<file path="src/rtl/r_handler_fwft_pkg.sv">
// Shared definitions for the async FIFO read-side pointer handler.
package r_handler_fwft_pkg;

  localparam int PTR_WIDTH_DEF  = 4;
  localparam int DATA_WIDTH_DEF = 8;
  localparam int AE_THRESH_DEF  = 1;
  localparam int GRAY_MAX_W     = 32;

  // Gray pointers are equal only when every bit, including the wrap MSB, matches.
  function automatic logic gray_eq(input logic [GRAY_MAX_W-1:0] a,
                                   input logic [GRAY_MAX_W-1:0] b);
    return a == b;
  endfunction

endpackage

</file>
<file path="src/rtl/r_handler_fwft_if.sv">
// Consumer-side first-word-fall-through valid/ready stream.
interface r_handler_fwft_if #(
  parameter int DATA_WIDTH = 8
);
  logic                  rd_valid;
  logic                  rd_ready;
  logic [DATA_WIDTH-1:0] rd_data;

  modport master (output rd_valid, output rd_data, input rd_ready);
  modport slave  (input rd_valid, input rd_data, output rd_ready);
endinterface

</file>
<file path="src/rtl/b2g.sv">
// Binary to Gray code converter.
module b2g #(
  parameter int W = 4
) (
  input  logic [W-1:0] bin,
  output logic [W-1:0] gray
);
  assign gray = bin ^ (bin >> 1);
endmodule

</file>
<file path="src/rtl/g2b.sv">
// Gray to binary code converter: each binary bit is the XOR of all Gray bits at or above it.
module g2b #(
  parameter int W = 4
) (
  input  logic [W-1:0] gray,
  output logic [W-1:0] bin
);
  always_comb begin
    bin = '0;
    for (int i = 0; i < W; i++) begin
      bin[i] = ^(gray >> i);
    end
  end
endmodule

</file>
<file path="src/rtl/r_handler_fwft_out_buf2.sv">
// Two-entry FIFO-ordered output buffer; head is presented combinationally on dout.
module out_buf2 #(
  parameter int W = 8
) (
  input  logic         rclk,
  input  logic         rrst,
  input  logic         push,
  input  logic         pop,
  input  logic [W-1:0] din,
  output logic [W-1:0] dout,
  output logic [1:0]   cnt
);
  logic [W-1:0] head, tail, head_next;
  logic [1:0]   cnt_next;
  logic         load_tail;

  // NOTE: every output of this block gets a default first so no path leaves it unassigned (no latch).
  always_comb begin
    cnt_next  = cnt;
    head_next = head;
    load_tail = 1'b0;
    case ({push, pop})
      2'b10: begin
        cnt_next = 2'(cnt + 2'd1);
        if (cnt == 2'd0) head_next = din;
        else             load_tail = 1'b1;
      end
      2'b01: begin
        cnt_next = 2'(cnt - 2'd1);
        if (cnt == 2'd2) head_next = tail;
      end
      2'b11: begin
        if (cnt == 2'd1) begin
          head_next = din;
        end else begin
          head_next = tail;
          load_tail = 1'b1;
        end
      end
      default: ;
    endcase
  end

  always_ff @(posedge rclk) begin
    if (rrst) begin
      cnt  <= 2'd0;
      head <= '0;
    end else begin
      cnt  <= cnt_next;
      head <= head_next;
    end
  end

  // NOTE: the tail entry is pure storage gated by cnt, so it carries no reset.
  always_ff @(posedge rclk) begin
    if (load_tail) tail <= din;
  end

  assign dout = head;

  a_cnt_max:   assert property (@(posedge rclk) disable iff (rrst) cnt <= 2'd2);
  a_no_ovfl:   assert property (@(posedge rclk) disable iff (rrst) !(push && !pop && cnt == 2'd2));
endmodule

</file>
<file path="src/rtl/r_handler_fwft.sv">
// Read-side pointer handler: Gray/binary read pointer, empty/level, FWFT output over valid/ready.
module r_handler_fwft
  import r_handler_fwft_pkg::*;
#(
  parameter int PTR_WIDTH  = PTR_WIDTH_DEF,
  parameter int DATA_WIDTH = DATA_WIDTH_DEF,
  parameter int AE_THRESH  = AE_THRESH_DEF
) (
  input  logic                  rclk,
  input  logic                  rrst,
  input  logic [PTR_WIDTH-1:0]  g_wptr_sync,
  input  logic [DATA_WIDTH-1:0] mem_rdata,
  output logic                  mem_ren,
  output logic [PTR_WIDTH-2:0]  mem_raddr,
  output logic [PTR_WIDTH-1:0]  b_rptr,
  output logic [PTR_WIDTH-1:0]  g_rptr,
  output logic                  ptr_empty,
  output logic [PTR_WIDTH-1:0]  rd_level,
  output logic                  almost_empty,
  r_handler_fwft_if.master      rd
);
  logic [PTR_WIDTH-1:0] b_wptr_sync, b_rptr_next, g_rptr_next, level_next;
  logic                 in_flight, pop;
  logic [1:0]           buf_cnt;
  logic [2:0]           occ;

  g2b #(.W(PTR_WIDTH)) u_g2b (.gray(g_wptr_sync), .bin(b_wptr_sync));
  b2g #(.W(PTR_WIDTH)) u_b2g (.bin(b_rptr_next), .gray(g_rptr_next));

  assign pop       = rd.rd_valid & rd.rd_ready;
  assign ptr_empty = gray_eq(GRAY_MAX_W'(g_rptr), GRAY_MAX_W'(g_wptr_sync));

  // Words already owned by the buffer after this cycle's pop; fetch only while a slot is free.
  assign occ         = 3'(buf_cnt) + 3'(in_flight) - 3'(pop);
  assign mem_ren     = !rrst && !ptr_empty && (occ < 3'd2);
  assign mem_raddr   = b_rptr[PTR_WIDTH-2:0];
  assign b_rptr_next = b_rptr + PTR_WIDTH'(mem_ren);

  assign level_next   = (b_wptr_sync - b_rptr) + PTR_WIDTH'(in_flight) + PTR_WIDTH'(buf_cnt);
  assign almost_empty = (rd_level <= PTR_WIDTH'(AE_THRESH));

  // NOTE: state registers use non-blocking assignment so every flop samples pre-edge values.
  always_ff @(posedge rclk) begin
    if (rrst) begin
      b_rptr    <= '0;
      g_rptr    <= '0;
      in_flight <= 1'b0;
      rd_level  <= '0;
    end else begin
      b_rptr    <= b_rptr_next;
      g_rptr    <= g_rptr_next;
      in_flight <= mem_ren;
      rd_level  <= level_next;
    end
  end

  out_buf2 #(.W(DATA_WIDTH)) u_buf (
    .rclk (rclk),
    .rrst (rrst),
    .push (in_flight),
    .pop  (pop),
    .din  (mem_rdata),
    .dout (rd.rd_data),
    .cnt  (buf_cnt)
  );

  assign rd.rd_valid = (buf_cnt != 2'd0);
endmodule

</file>
<file path="src/flat_wrapper.sv">
// flat-port wrapper written by rule: the top's interface ports become plain ports
module r_handler_fwft_flat import r_handler_fwft_pkg::*;
#(
  parameter int PTR_WIDTH  = PTR_WIDTH_DEF,
  parameter int DATA_WIDTH = DATA_WIDTH_DEF,
  parameter int AE_THRESH  = AE_THRESH_DEF
)
  (rclk, rrst, g_wptr_sync, mem_rdata, mem_ren, mem_raddr, b_rptr, g_rptr, ptr_empty, rd_level, almost_empty, rd_rd_valid, rd_rd_data, rd_rd_ready);
  r_handler_fwft_if #(.DATA_WIDTH(DATA_WIDTH)) rd_i ();
  input  logic rclk;
  input  logic rrst;
  input  logic [PTR_WIDTH-1:0] g_wptr_sync;
  input  logic [DATA_WIDTH-1:0] mem_rdata;
  output logic mem_ren;
  output logic [PTR_WIDTH-2:0] mem_raddr;
  output logic [PTR_WIDTH-1:0] b_rptr;
  output logic [PTR_WIDTH-1:0] g_rptr;
  output logic ptr_empty;
  output logic [PTR_WIDTH-1:0] rd_level;
  output logic almost_empty;
  output wire logic [$bits(rd_i.rd_valid)-1:0] rd_rd_valid;
  output wire logic [$bits(rd_i.rd_data)-1:0] rd_rd_data;
  input wire logic [$bits(rd_i.rd_ready)-1:0] rd_rd_ready;
  assign rd_rd_valid = rd_i.rd_valid;
  assign rd_rd_data = rd_i.rd_data;
  assign rd_i.rd_ready = rd_rd_ready;
  r_handler_fwft #(.PTR_WIDTH(PTR_WIDTH), .DATA_WIDTH(DATA_WIDTH), .AE_THRESH(AE_THRESH)) u_core (.rclk(rclk), .rrst(rrst), .g_wptr_sync(g_wptr_sync), .mem_rdata(mem_rdata), .mem_ren(mem_ren), .mem_raddr(mem_raddr), .b_rptr(b_rptr), .g_rptr(g_rptr), .ptr_empty(ptr_empty), .rd_level(rd_level), .almost_empty(almost_empty), .rd(rd_i));
endmodule
</file>
<file path="config.mk">
export PLATFORM = sky130hd
export DESIGN_NAME = r_handler_fwft_flat
export DESIGN_NICKNAME = d
export VERILOG_FILES = /design/src/rtl/r_handler_fwft_pkg.sv /design/src/rtl/r_handler_fwft_if.sv /design/src/rtl/b2g.sv /design/src/rtl/g2b.sv /design/src/rtl/r_handler_fwft_out_buf2.sv /design/src/rtl/r_handler_fwft.sv /design/src/flat_wrapper.sv
export SDC_FILE = /design/constraint.sdc
export NUM_CORES = 1
export LEC_CHECK = 0
export BUFFER_PORTS_ARGS = -buffer_cell sky130_fd_sc_hd__buf_2
export CAP_MARGIN = 20
export CELL_PAD_IN_SITES_DETAIL_PLACEMENT = 0
export CELL_PAD_IN_SITES_GLOBAL_PLACEMENT = 1
export CORE_ASPECT_RATIO = 0.9
export CORE_MARGIN = 4
export CORE_UTILIZATION = 30
export DETAILED_ROUTE_END_ITERATION = 6
export GPL_ROUTABILITY_DRIVEN = 0
export PLACE_DENSITY_LB_ADDON = 0.3
export SLEW_MARGIN = 5
export SYNTH_ARGS = -nofsm -noshare
export SYNTH_HDL_FRONTEND = slang
export SYNTH_SLANG_ARGS = --single-unit
export TNS_END_PERCENT = 5
</file>
<file path="constraint.sdc">
create_clock -name rclk -period 4.1 [get_ports rclk]
set_input_delay 0.615 -clock rclk [delete_from_list [all_inputs] [get_ports rclk]]
set_output_delay 0.615 -clock rclk [all_outputs]
set_load 0.005 [all_outputs]
</file>
==> results.tsv <==
metric	value	unit
status	finished, final reports clean	
Clock Skew	0.00374	ns
#FFs+latches synth	30	
final cell count without fillers	258	
port bufs	41	
post-DP HPWL	2.69	mm
CTS tree	built	
Initial Utilization	0.310	
max-slew violations	0	
via count	1171	
clock root buffer	clkbuf_8	
Place WS	0.280	ns
pwr dens	665	nW/µm²
number of detailed-route iterations in the first pass	4	
hold crit path type	input port to register	
most common cell after layout, fill and taps aside	buf_2	
Mapped Nets	184	
layout cell share with drive strength beyond 1	0.309	
final setup margin	0.404	ns
postcts setup bufs	0	
Seq/Total Area, Yosys	0.415	
hold buffer count at CTS	0	
vias per inst	4.54	
most frequent cells in the layout	buf_2, dfxtp_1, inv_1, nand3_1, ha_1	
Worst Path Arrival	3.08	ns
die area	6720	µm²
Final Power	0.00129	W
Mapped Cells	154	
total negative setup slack	0	ns
number of distinct library cells after synthesis	33	
grt total ovfl	0	
area share of the largest cell type after synthesis	0.268	
LEAKAGE	0.831	nW
CTS Buffer Depth	2	
Worst setup EP type	output port	
Antenna Nets Post-Route	0	
# IOs	42	
Layout Nets	220	
Core Footprint	5290	µm²
GRT Total Usage	0.114	
Final min period	3.70	ns
CTS H-Tree Depth	2	
Critical Path Start Type	register	
chip width	85.9	µm
Num CTS Buffers	5	
Final Hold Vio Count	0	
clk_lat worst skew	0.28	ns
Ant. Diodes	0	
First DRT Iteration DRCs	80	
Fin Hold WS	0.522	ns
Clock transition at path regs	0.06	ns
CP Max Fanout	10	
final WL	3.44	mm
RSZ-0062 raised after global routing	false	
CTS Sinks	30	
vias in the first global route	1228	
worst rel slew slack	0.568	
largest net degree at the start of global routing	24	
Synth area leader	dfxtp_1	
Fmax achieved	271	MHz
Core Rows	25	
Ys Warns	0	
pin slew with the least headroom to its limit	0.645	ns
Setup CP Type	register to output port	
Area contributors post-synth	dfxtp_1, edfxtp_1, ha_1, a311oi_2, fa_1	
Final setup violation count	0	
max-capacitance violation count	0	
initial antenna violation count	0	
mean post-synth cell area	10.7	µm²
first-pass GRT wire length	6.03	mm
Area growth syn-to-layout	18.7	%
post-route DRC violation count	0	
Peak VDD IR	0.000262	V
Post-CTS Resized	0	
r2r setup slk	0.49	ns
Inst Count DP	250	
WL/cell	13.3	µm
Worst EP required	3.48	ns
mapped cell area	1640	µm²
Final period util	0.902	
Die Ht	78.2	µm
worst paths after layout:
kind | startpoint | to | cells after the start
max | u_core.u_buf.cnt[1] | mem_ren | 10
min | mem_rdata[7] | u_core.u_buf.tail[7] | 1
max reg2reg | u_core.u_buf.cnt[1] | u_core.g_rptr[1] | 14
min reg2reg | u_core.u_buf.tail[4] | u_core.u_buf.dout[4] | 2
power by group:
part	total [W]	internal, W	switching [W]
clock network	0.000227	0.000116	0.000111
logic	0.000600	0.000284	0.000316
registers	0.000467	0.000405	0.0000616
cell families after synthesis:
| logic type | share of synthesized area |
|---|---|
| and+or+nand+nor | 0.130 |
| AOI/OAI and AO/OA | 0.150 |
| DFF | 0.415 |
| buffers and inverters | 0.0732 |
| xor gates and xnor gates | 0.0992 |
| adders and majority gates | 0.133 |
cell usage after synthesis:
cell type  instances
a211oi_1           1
a21o_1             1
a21oi_1            3
a311oi_2           8
a31oi_1            9
and2_1             1
and2b_1            1
and3_1             1
and3_4             1
buf_1              4
buf_4              4
buf_6              2
clkbuf_1           2
clkinv_1           1
dfxtp_1           22
edfxtp_1           8
fa_1               4
ha_1              11
inv_1             11
nand2_1            3
nand2b_1           1
nand3_1           11
nor2_1             7
nor2b_1            5
nor3_1             2
nor3b_1            1
nor4_1             1
nor4b_1            2
o21ai_0            8
or4b_1             1
xnor2_1            7
xnor3_1            1
xor2_1             9
layer usage:
metal	routed length, µm	GRT usage	vias to the layer above
met5	0	0	-
met4	55	0.0427	0
met3	205	0.0367	5
met2	1410	0.159	31
met1	1770	0.163	525
li1	-	-	610
registers in the layout, summed over array words and instances (netlist names):
register	cells
u_core.rd_level	4
u_core.u_buf.dout	8
u_core.b_rptr	3
u_core.g_rptr	4
u_core.u_buf.cnt	2
u_core.in_flight	1
u_core.u_buf.tail	8
metrics by stage:
step / instance area, µm² / util
floorplan: 1640 / -
finish: 1950 / 0.368
detailed placement: 1850 / 0.351
global placement: 1850 / 0.351
CTS: 1940 / 0.367
global route: 1950 / 0.368
area by class of cell:
| class | count | area (µm²) |
|---|---|---|
| Fill cell | 531 | 3340 |
| Multi-Input combinational cell | 100 | 847 |
| Sequential cell | 30 | 681 |
| Timing Repair Buffer | 41 | 205 |
| Tap cell | 67 | 83.8 |
| Clock buffer | 5 | 68.8 |
| Inverter | 12 | 45.0 |
| Clock inverter | 3 | 16.3 |
worst max-delay path, cell delays in order, from the launching register on:
cell,delay (ns)
dfxtp_1,0.43
inv_1,0.13
ha_1,0.27
and2b_2,0.32
inv_1,0.16
ha_1,0.38
nand2_1,0.09
fa_1,0.38
xor2_1,0.17
nor4b_2,0.28
buf_2,0.18
No activity file was read; power rests on OpenSTA's default activity.
